## config.mk

```make
export PLATFORM = sky130hd
export DESIGN_NAME = hex_scan_display
export DESIGN_NICKNAME = d
export VERILOG_FILES = /design/src/rtl/hex_disp_pkg.sv /design/src/rtl/hex_to_seg7.sv /design/src/rtl/hex_scan_display.sv
export SDC_FILE = /design/constraint.sdc
export NUM_CORES = 1
export LEC_CHECK = 0
export CAP_MARGIN = 15
export CORE_MARGIN = 2
export CORE_UTILIZATION = 58
export CTS_BUF_LIST = sky130_fd_sc_hd__clkbuf_4 sky130_fd_sc_hd__clkbuf_8
export DETAILED_ROUTE_END_ITERATION = 16
export PLACE_DENSITY_LB_ADDON = 0.25
export RECOVER_POWER = 25
export SKIP_LAST_GASP = 1
export SLEW_MARGIN = 0
export SYNTH_ARGS = -nofsm -noshare
export SYNTH_HDL_FRONTEND = slang
export SYNTH_SLANG_ARGS = --single-unit
```

## constraint.sdc

```tcl
create_clock -name clk -period 2.7 [get_ports clk]
set_input_delay 0.27 -clock clk [delete_from_list [all_inputs] [get_ports clk]]
set_output_delay 0.27 -clock clk [all_outputs]
set_load 0.005 [all_outputs]
```

## src/rtl/hex_disp_pkg.sv

```systemverilog
// Shared types and constants for the scanned hex display: FSM state, blank pattern and
// the active-low hex-to-segment table (bit 0 = segment a ... bit 6 = segment g).
package hex_disp_pkg;

    typedef enum logic {
        BLANK = 1'b0,
        SCAN  = 1'b1
    } state_t;

    localparam logic [6:0] SEG_BLANK = 7'h7F;

    // Index 15 first: entry k of the packed array is the pattern for hex digit k.
    localparam logic [15:0][6:0] SEG_LUT = {
        7'b0001110,  // F
        7'b0000110,  // E
        7'b0100001,  // d
        7'b1000110,  // C
        7'b0000011,  // b
        7'b0001000,  // A
        7'b0010000,  // 9
        7'b0000000,  // 8
        7'b1111000,  // 7
        7'b0000010,  // 6
        7'b0010010,  // 5
        7'b0011001,  // 4
        7'b0110000,  // 3
        7'b0100100,  // 2
        7'b1111001,  // 1
        7'b1000000   // 0
    };

endpackage

```

## src/rtl/hex_to_seg7.sv

```systemverilog
// Combinational 4-bit hex to active-low 7-segment decoder.
module hex_to_seg7
    import hex_disp_pkg::*;
(
    input  logic [3:0] nibble,
    output logic [6:0] seg
);

    assign seg = SEG_LUT[nibble];

endmodule

```

## src/rtl/hex_scan_display.sv

```systemverilog
// Multiplexed hex display driver; a new word is committed to the display only at a frame wrap.
// Optional feature: define LEADING_ZERO_BLANK_EN to blank digits above the most significant nonzero nibble.
module hex_scan_display
    import hex_disp_pkg::*;
#(
    parameter int DIGITS   = 8,
    parameter int PRESCALE = 1000
) (
    input  logic                  clk,
    input  logic                  rst,
    input  logic [4*DIGITS-1:0]   data_i,
    input  logic                  valid_i,
    output logic                  ready_o,
    output logic [6:0]            seg_o,
    output logic [DIGITS-1:0]     an_o,
    output logic                  frame_o
);

    localparam int PW = (PRESCALE > 1) ? $clog2(PRESCALE) : 1;
    localparam int DW = (DIGITS > 1) ? $clog2(DIGITS) : 1;
    localparam logic [PW-1:0] PRESC_LAST = PW'(PRESCALE - 1);
    localparam logic [DW-1:0] DIGIT_LAST = DW'(DIGITS - 1);

    state_t                 state_q, state_d;
    logic [PW-1:0]          presc_q;
    logic [DW-1:0]          digit_q;
    logic [DIGITS-1:0][3:0] shown_q, pending_q;
    logic                   pend_q, ready_q, ready_d, frame_q;
    logic [DIGITS-1:0]      an_q, an_d;
    logic [6:0]             seg_q, seg_d, seg_raw;
    logic                   lit, transfer, tick, wrap;

    assign transfer = valid_i & ready_q;
    assign tick     = (presc_q == PRESC_LAST);
    assign wrap     = (state_q == SCAN) & tick & (digit_q == DIGIT_LAST);

    // NOTE: sequential state uses non-blocking assignments so every register samples pre-edge values.
    always_ff @(posedge clk or negedge rst) begin
        if (!rst) state_q <= BLANK;
        else      state_q <= state_d;
    end

    // NOTE: every combinational output gets a default first, so no path can infer a latch.
    always_comb begin
        state_d = state_q;
        if (state_q == BLANK && transfer) state_d = SCAN;
    end

    // NOTE: shown/pending are reset too, so a value accepted before reset can never resurface.
    always_ff @(posedge clk or negedge rst) begin
        if (!rst) begin
            presc_q   <= '0;
            digit_q   <= '0;
            shown_q   <= '0;
            pending_q <= '0;
            pend_q    <= 1'b0;
            ready_q   <= 1'b1;
            frame_q   <= 1'b0;
        end else begin
            frame_q <= wrap;
            ready_q <= ready_d;
            if (state_q == BLANK) begin
                if (transfer) shown_q <= data_i;
            end else begin
                presc_q <= tick ? '0 : presc_q + 1'b1;
                if (tick) digit_q <= (digit_q == DIGIT_LAST) ? '0 : digit_q + 1'b1;
                if (wrap && pend_q) begin
                    shown_q <= pending_q;
                    pend_q  <= 1'b0;
                end
                // A transfer can only happen with nothing pending, so it never races the commit above.
                if (transfer) begin
                    pending_q <= data_i;
                    pend_q    <= 1'b1;
                end
            end
        end
    end

    hex_to_seg7 u_dec (
        .nibble (shown_q[digit_q]),
        .seg    (seg_raw)
    );

`ifdef LEADING_ZERO_BLANK_EN
    logic [DW-1:0] msd;

    always_comb begin
        msd = '0;
        for (int k = 1; k < DIGITS; k++)
            if (shown_q[k] != 4'h0) msd = DW'(k);
    end

    assign lit = (digit_q <= msd);
`else
    assign lit = 1'b1;
`endif

    // Ready reopens the cycle after the pending word has been committed at a wrap.
    always_comb begin
        an_d    = '1;
        seg_d   = SEG_BLANK;
        ready_d = 1'b1;
        if (state_q == SCAN) begin
            an_d    = ~(DIGITS'(1) << digit_q);
            seg_d   = lit ? seg_raw : SEG_BLANK;
            ready_d = ~(transfer | pend_q);
        end
    end

    always_ff @(posedge clk or negedge rst) begin
        if (!rst) begin
            an_q  <= '1;
            seg_q <= SEG_BLANK;
        end else begin
            an_q  <= an_d;
            seg_q <= seg_d;
        end
    end

    assign an_o    = an_q;
    assign seg_o   = seg_q;
    assign ready_o = ready_q;
    assign frame_o = frame_q;

endmodule

```

==> qor_table.md <==
| Step | Result | This run |
| --- | --- | --- |
| grt | Global route overflow | 0 |
| logic synthesis | Cells after synthesis | 372 |
| final layout | Inserted Diodes | 0 |
| power | Total power | 2.46 mW |
| logic synthesis | Dominant register cell in the synthesized netlist | sky130_fd_sc_hd__dfrtp_1 |
| flow run | # Max-Cap Violations | 0 |
| placed design | Weighted congestion at the end of routability-driven global placement | 0.811 |
| sta | Slew margin rel. | 0.225 |
| floorplan | Y dimension of the die | 91.5 microns |
| grt | Initial antenna violation count | 0 |
| sta | Final critical delay including setup and external delays | 2.34 ns |
| sta | Max Freq | 428 MHz |
| sta | Final hold violation count | 0 |
| detailed routing | Detailed-routing iteration count for the pre-antenna-repair pass | 4 |
| final layout | Layout overhead on the synthesized area | 18.5% |
| placed design | Port bufs | 51 |
| final layout | Fraction of final layout cells with drive strength greater than 1 | 0.205 |
| logic synthesis | Count leader, synth | sky130_fd_sc_hd__dfrtp_1 |
| logic synthesis | Unique masters post-synth | 44 |
| floorplan | Overall die area | 8370 sq um |
| detailed routing | Vias per cell | 5.40 |
| final layout | Number of nets at the end of the flow | 471 |
| logic synthesis | Share of the synthesized area in the top cell type | 0.451 |
| detailed routing | WL final | 7860 microns |
| logic synthesis | Synth Cell Area | 4440 sq um |
| clock tree | CTS Buf Count | 9 |
| sta | Worst path setup slack after routing | 0.363 ns |
| logic synthesis | Adder and majority gate portion of the synthesized area | 0.0338 |
| sta | Slew @ Worst Pin | 1.16 ns |
| logic synthesis | Main combinational cell family by area after synthesis | multiplexers |
| logic synthesis | Xor-xnor portion of the synthesized cell area | 0.00987 |
| setup path | Crit path DAT | 2.62 ns |
| setup path | Highest cell delay on the worst timing path | 0.60 ns |
| hold path | Worst hold path class | primary input to register |
| setup path | Critical path, cell by cell | mux4_2, mux2i_1, buf_4, ha_1, inv_1, nor2_1, a21oi_1, o221ai_1 |
| clock tree | Clock latency reported for the late side of the worst-skew pair | 0.37 ns |
| logic synthesis | Most numerous cell types in the synthesized netlist | sky130_fd_sc_hd__dfrtp_1, sky130_fd_sc_hd__nand2_1, sky130_fd_sc_hd__mux2i_1, sky130_fd_sc_hd__o21ai_0, sky130_fd_sc_hd__mux2_2 |
| clock tree | Clk buf depth | 2 |
| floorplan | Initial Util | 0.605 |
| sta | Setup repair after global routing missed its margin | false |
| setup path | Critical path start-end classification | register to register |
| clock tree | Clock transition at the registers of the reported paths | 0.10 ns |
| logic synthesis | Number of register bits inferred by synthesis | 96 |
| detailed routing | DRC | 0 |
| logic synthesis | Post-synth ARST share | 1.00 |
| setup path | Worst setup SP type | register |
| sta | Setup TNS | 0 ns |
| floorplan | Num ports | 52 |
| floorplan | Area of the core region | 7330 sq um |
| detailed routing | Antenna violation net count after detailed routing | 0 |
| grt | All-layer global routing usage | 0.212 |
| setup path | Crit. End Element | register |
| clock tree | Number of H-tree levels | 3 |
| sta | Total setup violations reported at the end of the flow | 0 |
| detailed routing | Number of design-rule violations left by the first detailed-router iteration | 165 |
| floorplan | Floorplan die width | 91.5 microns |
| status | Result of the run | finished, final reports clean |
| clock tree | Clock tree from TritonCTS | yes |
| grt | First-pass GRT wire length | 13,900 microns |
| final layout | Number of fillers in the final layout | 513 |
| power | VDD IR max | 0.306 mV |
| logic synthesis | Synth area leaders | sky130_fd_sc_hd__dfrtp_1, sky130_fd_sc_hd__dfstp_2, sky130_fd_sc_hd__mux2i_1, sky130_fd_sc_hd__mux2_2, sky130_fd_sc_hd__o21ai_0 |
| placed design | HPWL after detailed placement | 5610 microns |
| detailed routing | Via Count | 2,849 |
| grt | Largest net degree at the start of global routing | 65 |
| logic synthesis | Area leader, netlist | sky130_fd_sc_hd__dfrtp_1 |
| clock tree | Buffer type at the clock tree root | sky130_fd_sc_hd__clkbuf_8 |
| logic synthesis | Share of the synthesized area in compound gates (AO/OA/AOI/OAI) | 0.0772 |
| power | Leakage | 2.53 nW |
| placed design | Post-placement setup slack | 0.400 ns |
| logic synthesis | Number of enable flip-flop cells after synthesis | 0 |
| sta | Worst Skew | 0.0129 ns |
| logic synthesis | Simple-gate portion of the synthesized area | 0.0902 |
| setup path | Setup crit start | digit_q[1] |
| grt | Number of global-route vias before repair | 2,910 |
| logic synthesis | Fraction of synthesized area in multiplexers | 0.214 |
| floorplan | Count of standard-cell rows | 31 |
| power | Total power divided by cell area | 468 nW/um^2 |
| detailed routing | Routed wire per std cell | 14.9 microns |
| sta | Share of the clock period used by the worst path | 0.866 |
| setup path | Worst path slowest cell | sky130_fd_sc_hd__dfrtp_1 |
| setup path | Reg2Reg Launch Point | digit_q[1] |
| clock tree | Number of sinks handled by clock tree synthesis | 96 |
| hold path | Min-Delay Startpoint | valid_i |
| setup path | Max Fanout on Critical Path | 11 |
| logic synthesis | Post-synth net total | 419 |
| logic synthesis | Mean area per synthesized cell | 11.9 sq um |
| logic synthesis | Sequential cell area fraction in the yosys report | 0.546 |
| logic synthesis | Warnings, synthesis | 0 |
| sta | Number of slew-limit violations in the final report | 0 |
| setup path | Required time worst endpoint | 2.98 ns |
## per-layer routing
| layer | vias to the layer above | GRT usage | share of wire | wire [microns] |
|---|---|---|---|---|
| met5 | - | 0 | 0 | 0 |
| met4 | 0 | 0.0568 | 0.0088 | 69 |
| met3 | 9 | 0.0664 | 0.043 | 341 |
| met2 | 67 | 0.337 | 0.50 | 3920 |
| met1 | 1362 | 0.284 | 0.45 | 3530 |
| li1 | 1411 | - | - | - |
## placed cells by master, fill, tap and decap left out, drive strengths merged, types with 6 or more instances in the layout
master,netlist,routed
dfrtp,80,80
nand2,53,53
clkdlybuf4s50,0,50
mux2i,42,42
o21ai,42,42
mux2,34,34
dfstp,16,16
ha,12,12
inv,10,12
clkbuf,10,11
nor2,9,9
buf,10,8
nand3,7,7
mux4,6,6
## what timing repair did
item,in CTS,in global routing
resized for setup,0,0
hold buffers,1,0
setup endpoints to repair,0,0
hold endpoints to repair,45,0
buffers inserted,0,0
## path summary, 6_finish.rpt
kind                                to  slack [ns]  cells after the start
hold reg to reg             presc_q[4]        0.50                      1
hold / removal                 state_q        0.49                      3
min in group asynchronous   presc_q[5]        0.66                      2
setup / recovery              seg_o[5]        0.36                      8
max in group asynchronous  shown_q[24]        0.69                      3
setup reg to reg              seg_o[5]        0.36                      8
## kinds of logic after synthesis
kind of cell | count (synthesis)
flops | 96
compound gates | 59
xor+xnor | 5
buf+inv | 30
mux | 82
simple gates | 88
fa+ha+maj | 12
## sequential cells by signal (all words and copies together) (netlist names)
name and count:
state_q 1, digit_q 3, presc_q 10, ready_o 1
frame_o 1, pend_q 1, an_o 8, seg_o 7
pending_q 32, shown_q 32
## per-stage QoR
stage	cells	hold slack [ns]	instance area (sq um)	utilization
6_report	528	0.489	5260	0.718
3_3_place_gp	511	0.322	5080	0.694
2_1_floorplan	372	-0.0256	4440	-
5_1_grt	528	0.522	5260	0.718
4_1_cts	528	0.465	5280	0.720
3_5_place_dp	511	0.327	5080	0.694
## report_power, final
part / leakage (nW) / switching, mW / internal (mW) / total, mW
registers: 1.22 / 0.0110 / 1.46 / 1.47
clock network: 0.0838 / 0.522 / 0.344 / 0.865
logic: 1.23 / 0.0506 / 0.0707 / 0.121
## area by class of cell
class | instances | area, sq um | share of cell area
Sequential cell | 96 | 2420 | 0.461
Clock inverter | 7 | 56.3 | 0.0107
Timing Repair Buffer | 61 | 596 | 0.113
Tap cell | 99 | 124 | 0.0235
Multi-Input combinational cell | 246 | 1900 | 0.361
Inverter | 10 | 37.5 | 0.00714
Clock buffer | 9 | 124 | 0.0235
## critical path, delay by kind of cell (launching register included)
family | cells | cell delay, ns
muxes | 2 | 0.76
DFF | 1 | 0.60
AOI/OAI and AO/OA | 2 | 0.26
buffers and inverters | 2 | 0.25
adders and majority gates | 1 | 0.24
and+or+nand+nor | 1 | 0.13
(Power assumes the default switching activity.)
